File: config.mk
export PLATFORM = sky130hd
export DESIGN_NAME = syn_wm8731_cfg_seq_flat
export DESIGN_NICKNAME = d
export VERILOG_FILES = /design/src/rtl/syn_wm8731_cfg_seq_if.sv /design/src/rtl/syn_wm8731_cfg_seq.sv /design/src/flat_wrapper.sv
export SDC_FILE = /design/constraint.sdc
export NUM_CORES = 1
export LEC_CHECK = 0
export CORE_ASPECT_RATIO = 0.75
export CORE_MARGIN = 2
export CORE_UTILIZATION = 48
export CTS_BUF_LIST = sky130_fd_sc_hd__clkbuf_16
export CTS_CLUSTER_DIAMETER = 150
export CTS_CLUSTER_SIZE = 10
export DETAILED_ROUTE_END_ITERATION = 10
export PLACE_DENSITY = 0.83
export RECOVER_POWER = 100
export SKIP_LAST_GASP = 1
export SYNTH_ARGS = -nofsm -noshare
export SYNTH_HDL_FRONTEND = slang
export SYNTH_SLANG_ARGS = --single-unit
File: constraint.sdc
create_clock -name clk_ir -period 2.8 [get_ports clk_ir]
set_input_delay 0.28 -clock clk_ir [delete_from_list [all_inputs] [get_ports clk_ir]]
set_output_delay 0.28 -clock clk_ir [all_outputs]
set_load 0.1 [all_outputs]
File: src/rtl/syn_wm8731_cfg_seq_if.sv
// Local-bus port of the I2C master register file: one strobe outstanding at a time,
// completion signalled by the matching valid.
interface syn_wm8731_cfg_seq_if;
   logic        i2cm_wr_en;
   logic        i2cm_rd_en;
   logic [7:0]  i2cm_addr;
   logic [15:0] i2cm_wr_data;
   logic        i2cm_wr_valid;
   logic        i2cm_rd_valid;
   logic [15:0] i2cm_rd_data;

   modport master (
      output i2cm_wr_en, i2cm_rd_en, i2cm_addr, i2cm_wr_data,
      input  i2cm_wr_valid, i2cm_rd_valid, i2cm_rd_data
   );

   modport slave (
      input  i2cm_wr_en, i2cm_rd_en, i2cm_addr, i2cm_wr_data,
      output i2cm_wr_valid, i2cm_rd_valid, i2cm_rd_data
   );
endinterface

File: src/rtl/syn_wm8731_cfg_seq.sv
// WM8731 configuration sequencer: walks a register table and writes each entry through
// the I2C master, polling status with NACK retry and poll timeout.
module syn_wm8731_cfg_seq #(
   parameter int         P_NUM_ENTRIES = 8,
   parameter logic [7:0] P_DEV_ADDR    = 8'h34,
   parameter logic [7:0] P_CLK_DIV     = 8'hFF,
   parameter int         P_MAX_RETRY   = 3,
   parameter int         P_POLL_GAP    = 16,
   parameter int         P_POLL_MAX    = 255,
   parameter logic [7:0] P_REG_STATUS  = 8'h0,
   parameter logic [7:0] P_REG_ADDR    = 8'h1,
   parameter logic [7:0] P_REG_DATA    = 8'h2,
   parameter logic [7:0] P_REG_CLKDIV  = 8'h3
) (
   input  logic        clk_ir,
   input  logic        rst_sync_l,
   input  logic        cfg_start,
   output logic        cfg_busy,
   output logic        cfg_done,
   output logic [1:0]  cfg_err,
   output logic [5:0]  cfg_err_idx,
   output logic [5:0]  tbl_rd_idx,
   input  logic [15:0] tbl_rd_data,
   syn_wm8731_cfg_seq_if.master lb
);
   localparam int RW = (P_MAX_RETRY < 4) ? 2 : $clog2(P_MAX_RETRY + 1);
   localparam int GW = (P_POLL_GAP < 2) ? 1 : $clog2(P_POLL_GAP);
   localparam logic [RW-1:0] RETRY_LAST = RW'(P_MAX_RETRY);
   localparam logic [GW-1:0] GAP_LAST   = GW'(P_POLL_GAP - 1);
   localparam logic [7:0]    POLL_LAST  = 8'(P_POLL_MAX);
   localparam logic [5:0]    IDX_LAST   = 6'(P_NUM_ENTRIES - 1);

   typedef enum logic [3:0] {
      S_IDLE, S_CLKDIV, S_CLKDIV_W, S_DEVADR, S_DEVADR_W, S_FETCH, S_CAPT, S_DATA,
      S_DATA_W, S_START, S_START_W, S_GAP, S_POLL, S_POLL_W, S_NEXT, S_END
   } state_t;

   state_t          state, state_nxt;
   logic [5:0]      idx, idx_nxt;
   logic [RW-1:0]   retry, retry_nxt;
   logic [7:0]      poll, poll_nxt;
   logic [GW-1:0]   gap, gap_nxt;
   logic [15:0]     word, word_nxt;
   logic [1:0]      err, err_nxt;
   logic [5:0]      err_idx, err_idx_nxt;
   logic            wr_en, rd_en;
   logic [7:0]      addr;
   logic [15:0]     wr_data;
   logic            st_busy, st_nack;
   logic            unused_rd;

   assign st_busy   = lb.i2cm_rd_data[0];
   assign st_nack   = lb.i2cm_rd_data[1];
   assign unused_rd = &{1'b0, lb.i2cm_rd_data[15:2]};

   always_ff @(posedge clk_ir or negedge rst_sync_l) begin
      if (!rst_sync_l) begin
         state   <= S_IDLE;
         idx     <= '0;
         retry   <= '0;
         poll    <= '0;
         gap     <= '0;
         word    <= '0;
         err     <= '0;
         err_idx <= '0;
      end else begin
         state   <= state_nxt;
         idx     <= idx_nxt;
         retry   <= retry_nxt;
         poll    <= poll_nxt;
         gap     <= gap_nxt;
         word    <= word_nxt;
         err     <= err_nxt;
         err_idx <= err_idx_nxt;
      end
   end

   // Strobes pulse in the issue state; addr/data are held through the *_W wait state.
   always_comb begin
      state_nxt   = state;
      idx_nxt     = idx;
      retry_nxt   = retry;
      poll_nxt    = poll;
      gap_nxt     = gap;
      word_nxt    = word;
      err_nxt     = err;
      err_idx_nxt = err_idx;
      wr_en       = 1'b0;
      rd_en       = 1'b0;
      addr        = 8'h0;
      wr_data     = 16'h0;
      case (state)
         S_IDLE: if (cfg_start) begin
            state_nxt   = S_CLKDIV;
            err_nxt     = 2'b00;
            err_idx_nxt = '0;
            idx_nxt     = '0;
            retry_nxt   = '0;
         end
         S_CLKDIV, S_CLKDIV_W: begin
            addr    = P_REG_CLKDIV;
            wr_data = {8'h0, P_CLK_DIV};
            wr_en   = (state == S_CLKDIV);
            if (state == S_CLKDIV) state_nxt = S_CLKDIV_W;
            else if (lb.i2cm_wr_valid) state_nxt = S_DEVADR;
         end
         S_DEVADR, S_DEVADR_W: begin
            addr    = P_REG_ADDR;
            wr_data = {8'h0, P_DEV_ADDR};
            wr_en   = (state == S_DEVADR);
            if (state == S_DEVADR) state_nxt = S_DEVADR_W;
            else if (lb.i2cm_wr_valid) state_nxt = S_FETCH;
         end
         S_FETCH: state_nxt = S_CAPT;
         S_CAPT: begin
            word_nxt  = tbl_rd_data;
            state_nxt = S_DATA;
         end
         S_DATA, S_DATA_W: begin
            addr    = P_REG_DATA;
            wr_data = word;
            wr_en   = (state == S_DATA);
            if (state == S_DATA) state_nxt = S_DATA_W;
            else if (lb.i2cm_wr_valid) state_nxt = S_START;
         end
         S_START, S_START_W: begin
            addr  = P_REG_STATUS;
            wr_en = (state == S_START);
            if (state == S_START) begin
               poll_nxt  = '0;
               state_nxt = S_START_W;
            end else if (lb.i2cm_wr_valid) begin
               gap_nxt   = '0;
               state_nxt = S_GAP;
            end
         end
         S_GAP: begin
            if (gap == GAP_LAST) state_nxt = S_POLL;
            else gap_nxt = gap + 1'b1;
         end
         S_POLL: begin
            addr      = P_REG_STATUS;
            rd_en     = 1'b1;
            poll_nxt  = (poll == 8'hFF) ? poll : poll + 8'd1;
            state_nxt = S_POLL_W;
         end
         S_POLL_W: begin
            addr = P_REG_STATUS;
            if (lb.i2cm_rd_valid) begin
               if (st_busy) begin
                  if (poll >= POLL_LAST) begin
                     err_nxt     = 2'b10;
                     err_idx_nxt = idx;
                     state_nxt   = S_END;
                  end else begin
                     gap_nxt   = '0;
                     state_nxt = S_GAP;
                  end
               end else if (st_nack) begin
                  if (retry < RETRY_LAST) begin
                     retry_nxt = retry + 1'b1;
                     state_nxt = S_DATA;
                  end else begin
                     err_nxt     = 2'b01;
                     err_idx_nxt = idx;
                     state_nxt   = S_END;
                  end
               end else begin
                  state_nxt = S_NEXT;
               end
            end
         end
         S_NEXT: begin
            if (idx >= IDX_LAST) state_nxt = S_END;
            else begin
               idx_nxt   = idx + 6'd1;
               retry_nxt = '0;
               state_nxt = S_FETCH;
            end
         end
         S_END:   state_nxt = S_IDLE;
         default: state_nxt = S_IDLE;
      endcase
   end

   assign cfg_busy        = (state != S_IDLE);
   assign cfg_done        = (state == S_END);
   assign cfg_err         = err;
   assign cfg_err_idx     = err_idx;
   assign tbl_rd_idx      = idx;
   assign lb.i2cm_wr_en   = wr_en;
   assign lb.i2cm_rd_en   = rd_en;
   assign lb.i2cm_addr    = addr;
   assign lb.i2cm_wr_data = wr_data;
endmodule
File: src/flat_wrapper.sv
// flat-port wrapper written by rule: the top's interface ports become plain ports
module syn_wm8731_cfg_seq_flat 
#(
   parameter int         P_NUM_ENTRIES = 8,
   parameter logic [7:0] P_DEV_ADDR    = 8'h34,
   parameter logic [7:0] P_CLK_DIV     = 8'hFF,
   parameter int         P_MAX_RETRY   = 3,
   parameter int         P_POLL_GAP    = 16,
   parameter int         P_POLL_MAX    = 255,
   parameter logic [7:0] P_REG_STATUS  = 8'h0,
   parameter logic [7:0] P_REG_ADDR    = 8'h1,
   parameter logic [7:0] P_REG_DATA    = 8'h2,
   parameter logic [7:0] P_REG_CLKDIV  = 8'h3
)
  (clk_ir, rst_sync_l, cfg_start, cfg_busy, cfg_done, cfg_err, cfg_err_idx, tbl_rd_idx, tbl_rd_data, lb_i2cm_wr_en, lb_i2cm_rd_en, lb_i2cm_addr, lb_i2cm_wr_data, lb_i2cm_wr_valid, lb_i2cm_rd_valid, lb_i2cm_rd_data);
  syn_wm8731_cfg_seq_if lb_i ();
  input  logic clk_ir;
  input  logic rst_sync_l;
  input  logic cfg_start;
  output logic cfg_busy;
  output logic cfg_done;
  output logic [1:0] cfg_err;
  output logic [5:0] cfg_err_idx;
  output logic [5:0] tbl_rd_idx;
  input  logic [15:0] tbl_rd_data;
  output wire logic [$bits(lb_i.i2cm_wr_en)-1:0] lb_i2cm_wr_en;
  output wire logic [$bits(lb_i.i2cm_rd_en)-1:0] lb_i2cm_rd_en;
  output wire logic [$bits(lb_i.i2cm_addr)-1:0] lb_i2cm_addr;
  output wire logic [$bits(lb_i.i2cm_wr_data)-1:0] lb_i2cm_wr_data;
  input wire logic [$bits(lb_i.i2cm_wr_valid)-1:0] lb_i2cm_wr_valid;
  input wire logic [$bits(lb_i.i2cm_rd_valid)-1:0] lb_i2cm_rd_valid;
  input wire logic [$bits(lb_i.i2cm_rd_data)-1:0] lb_i2cm_rd_data;
  assign lb_i2cm_wr_en = lb_i.i2cm_wr_en;
  assign lb_i2cm_rd_en = lb_i.i2cm_rd_en;
  assign lb_i2cm_addr = lb_i.i2cm_addr;
  assign lb_i2cm_wr_data = lb_i.i2cm_wr_data;
  assign lb_i.i2cm_wr_valid = lb_i2cm_wr_valid;
  assign lb_i.i2cm_rd_valid = lb_i2cm_rd_valid;
  assign lb_i.i2cm_rd_data = lb_i2cm_rd_data;
  syn_wm8731_cfg_seq #(.P_NUM_ENTRIES(P_NUM_ENTRIES), .P_DEV_ADDR(P_DEV_ADDR), .P_CLK_DIV(P_CLK_DIV), .P_MAX_RETRY(P_MAX_RETRY), .P_POLL_GAP(P_POLL_GAP), .P_POLL_MAX(P_POLL_MAX), .P_REG_STATUS(P_REG_STATUS), .P_REG_ADDR(P_REG_ADDR), .P_REG_DATA(P_REG_DATA), .P_REG_CLKDIV(P_REG_CLKDIV)) u_core (.clk_ir(clk_ir), .rst_sync_l(rst_sync_l), .cfg_start(cfg_start), .cfg_busy(cfg_busy), .cfg_done(cfg_done), .cfg_err(cfg_err), .cfg_err_idx(cfg_err_idx), .tbl_rd_idx(tbl_rd_idx), .tbl_rd_data(tbl_rd_data), .lb(lb_i));
endmodule
==> impl_metrics.toml <==
[synth]
synth-async-reset-ratio = 1.00
synth_top_family_by_area = "simple AND/OR/NAND/NOR gates"
synth_edf_count = 0
synth-compound-area-share = 0.164
synthDistinctLibCells = 54
synth_area_mm2 = 0.00283
postSynthAreaPerCell_um2 = 9.74
ys_ff_latch = 48
netlist_instances = 290
synth_fa_ha_area_frac = 0.0177
synth_mux_area_frac = 0.101
synth_xor_area_frac = 0.0217
synth-simple-area-share = 0.204
synthFlopType = "dfrtp_1"
ys_warn_count = 0
ys_seq_area_frac = 0.425

[clock_tree]
cts_tree = "yes"
cts_hold_buf = 0
htree_levels = 2
clock-root-buffer = "clkbuf_16"
cts_resized = 0
cts_buffers = 5
clock_latency_ns = 0.29
clock_path_buffers = 2
path_clk_slew_ns = 0.07
clkSinkCount = 48
post_cts_buffers = 0

[critical_path]
r2r_start = "u_core.state[1]"
rrSetupSlack_ns = 0.21
crit_type = "reg -> out"
crit_fanout = 23
ff2ff_path_depth = 4
rr_endpoint = "u_core.word[9]"
crit_path_end_kind = "output port"
start_kind = "flop"
cp_data_required_time_ns = 2.52
critical_path_arrival_ns = 2.39

[final_layout]
fillCellCount = 497
syn_to_final_growth_pct = 27.2
n_antenna_cell = 0
final_nets = 387
drive_gt1_frac = 0.164

[detailed_routing]
vias_per_cell = 5.57
post_drt_wl_per_cell_um = 14.9
wl_mm = 6.31
drtIter0Drc = 154
vias = 2369
ant_nets = 0
drcViolationCount = 0
drt_first_pass_iters = 4

[timing]
setup_viol = 0
period_needed_ns = 2.67
rsz0062_at_grt = "false"
slew_viol_final = 0
finalHoldViolCount = 0
skew_ns = 0.00632
tightest_slew_ns = 1.17
finalCritPeriodShare = 0.954
tns_ns = 0
fmax_ghz = 0.374
relSlewSlack = 0.222

[global_route]
grt_start_max_net_pins = 49
grt_pass1_wl_mm = 10.8
grt_pass1_vias = 2358
antenna_found_initial = 0
gr-total-overflow = 0
grt_use_total = 0.205

[placed_design]
io_buffers = 58
dp_hpwl_mm = 4.52
gp_congestion = 0.837

[run_status]
status = "finished clean"

[die]
ios = 79
core_mm2 = 0.00574
die-area_mm2 = 0.00652
start_util = 0.493
chipHeight_um = 70.4
fp.dieW_um = 92.6
row_count = 24

[job]
max_cap_viol_count = 0

[worst_hold_path]
hold_path.class = "in -> async"
[sequential cells by signal (all words and copies together), names as in the netlist]
register and flops:
u_core.state 4, u_core.gap 4, u_core.retry 2, u_core.tbl_rd_idx 6
u_core.cfg_err 2, u_core.poll 8, u_core.cfg_err_idx 6, u_core.word 16
[cell usage after synthesis (4+ instances only)]
cell	n	area share
a211oi_1	4	0.011
a21o_1	8	0.021
a21oi_1	10	0.018
and2_1	13	0.029
buf_2	6	0.011
buf_4	9	0.024
clkbuf_1	5	0.0066
dfrtp_1	48	0.43
ha_1	4	0.018
inv_1	18	0.024
mux2_2	16	0.064
mux2i_1	8	0.028
nand2_1	20	0.027
nand3_1	6	0.011
nand4_1	4	0.0089
nor2_1	18	0.024
nor3_1	7	0.012
o21ai_0	20	0.035
o31ai_1	5	0.013
xor2_1	4	0.012
[logic make-up after synthesis]
| family | after synthesis |
|---|---|
| AO/OA/AOI/OAI | 69 |
| XOR/XNOR | 7 |
| adder cells (fa/ha/maj) | 4 |
| buffers and inverters | 38 |
| flip-flops | 48 |
| multiplexers | 26 |
| other | 1 |
| AND/OR/NAND/NOR | 97 |
[cells in the final DEF (no fill, tap or decap), types with 4 or more instances in the layout]
| cell | instances |
|---|---|
| dfrtp_1 | 48 |
| clkdlybuf4s50_1 | 21 |
| nand2_1 | 20 |
| inv_1 | 18 |
| nor2_1 | 17 |
| o21ai_0 | 17 |
| mux2_2 | 16 |
| clkbuf_1 | 16 |
| buf_12 | 11 |
| a21oi_1 | 10 |
| a21o_1 | 8 |
| mux2i_1 | 8 |
| and2_0 | 7 |
| clkbuf_2 | 7 |
| and2_1 | 6 |
| nor3_1 | 6 |
| nand3_1 | 6 |
| conb_1 | 6 |
| o31ai_1 | 5 |
| clkbuf_16 | 5 |
| xor2_1 | 4 |
| nand4_1 | 4 |
| o21ai_1 | 4 |
| a211oi_1 | 4 |
| ha_1 | 4 |
[critical path: stages, from the launching register on]
cell,delay [ns]
dfrtp_1,0.79
and2_0,0.50
a21o_1,0.19
a21oi_1,0.06
o21ai_0,0.34
buf_12,0.23
[area by class of cell]
type | instances | area, µm² | area share
multi-input cells | 209 | 1460 | 0.405
flip-flops and latches | 48 | 1200 | 0.334
repair buffers | 64 | 604 | 0.168
clock buffers | 5 | 125 | 0.0348
well taps | 78 | 97.6 | 0.0271
inverters | 18 | 67.6 | 0.0188
clock inverters | 3 | 42.5 | 0.0118
[metrics by stage]
step | util | instance area [µm²] | cells | hold slack [ns] | setup slack (ns)
after floorplan | - | 2860 | 295 | -0.0156 | -0.121
after global placement | 0.624 | 3580 | 417 | 0.480 | 0.547
after detailed placement | 0.624 | 3580 | 417 | 0.487 | 0.518
after CTS | 0.654 | 3750 | 425 | 0.229 | 0.190
after global routing | 0.627 | 3590 | 425 | 0.328 | 0.0174
final | 0.627 | 3590 | 425 | 0.217 | 0.130
[worst max-delay path by stage]
stage,from,end,depth (start not counted)
2_1_floorplan,u_core.state[0],lb_i2cm_wr_data[2],6
3_3_place_gp,u_core.state[3],lb_i2cm_wr_data[9],5
3_5_place_dp,u_core.state[3],lb_i2cm_wr_data[8],5
4_1_cts,u_core.state[3],lb_i2cm_wr_data[8],5
5_1_grt,u_core.state[3],lb_i2cm_wr_data[9],5
6_report,u_core.state[2],lb_i2cm_wr_data[7],5
[metal layers]
layer,global-route usage,share of wire
met1,0.280,0.45
met2,0.335,0.49
met3,0.0410,0.051
met4,0.0514,0.010
met5,0,0
Power is left out: the tool's default activity adds up to more than one toggle a clock period on the data nets, which glitch-free logic cannot reach.
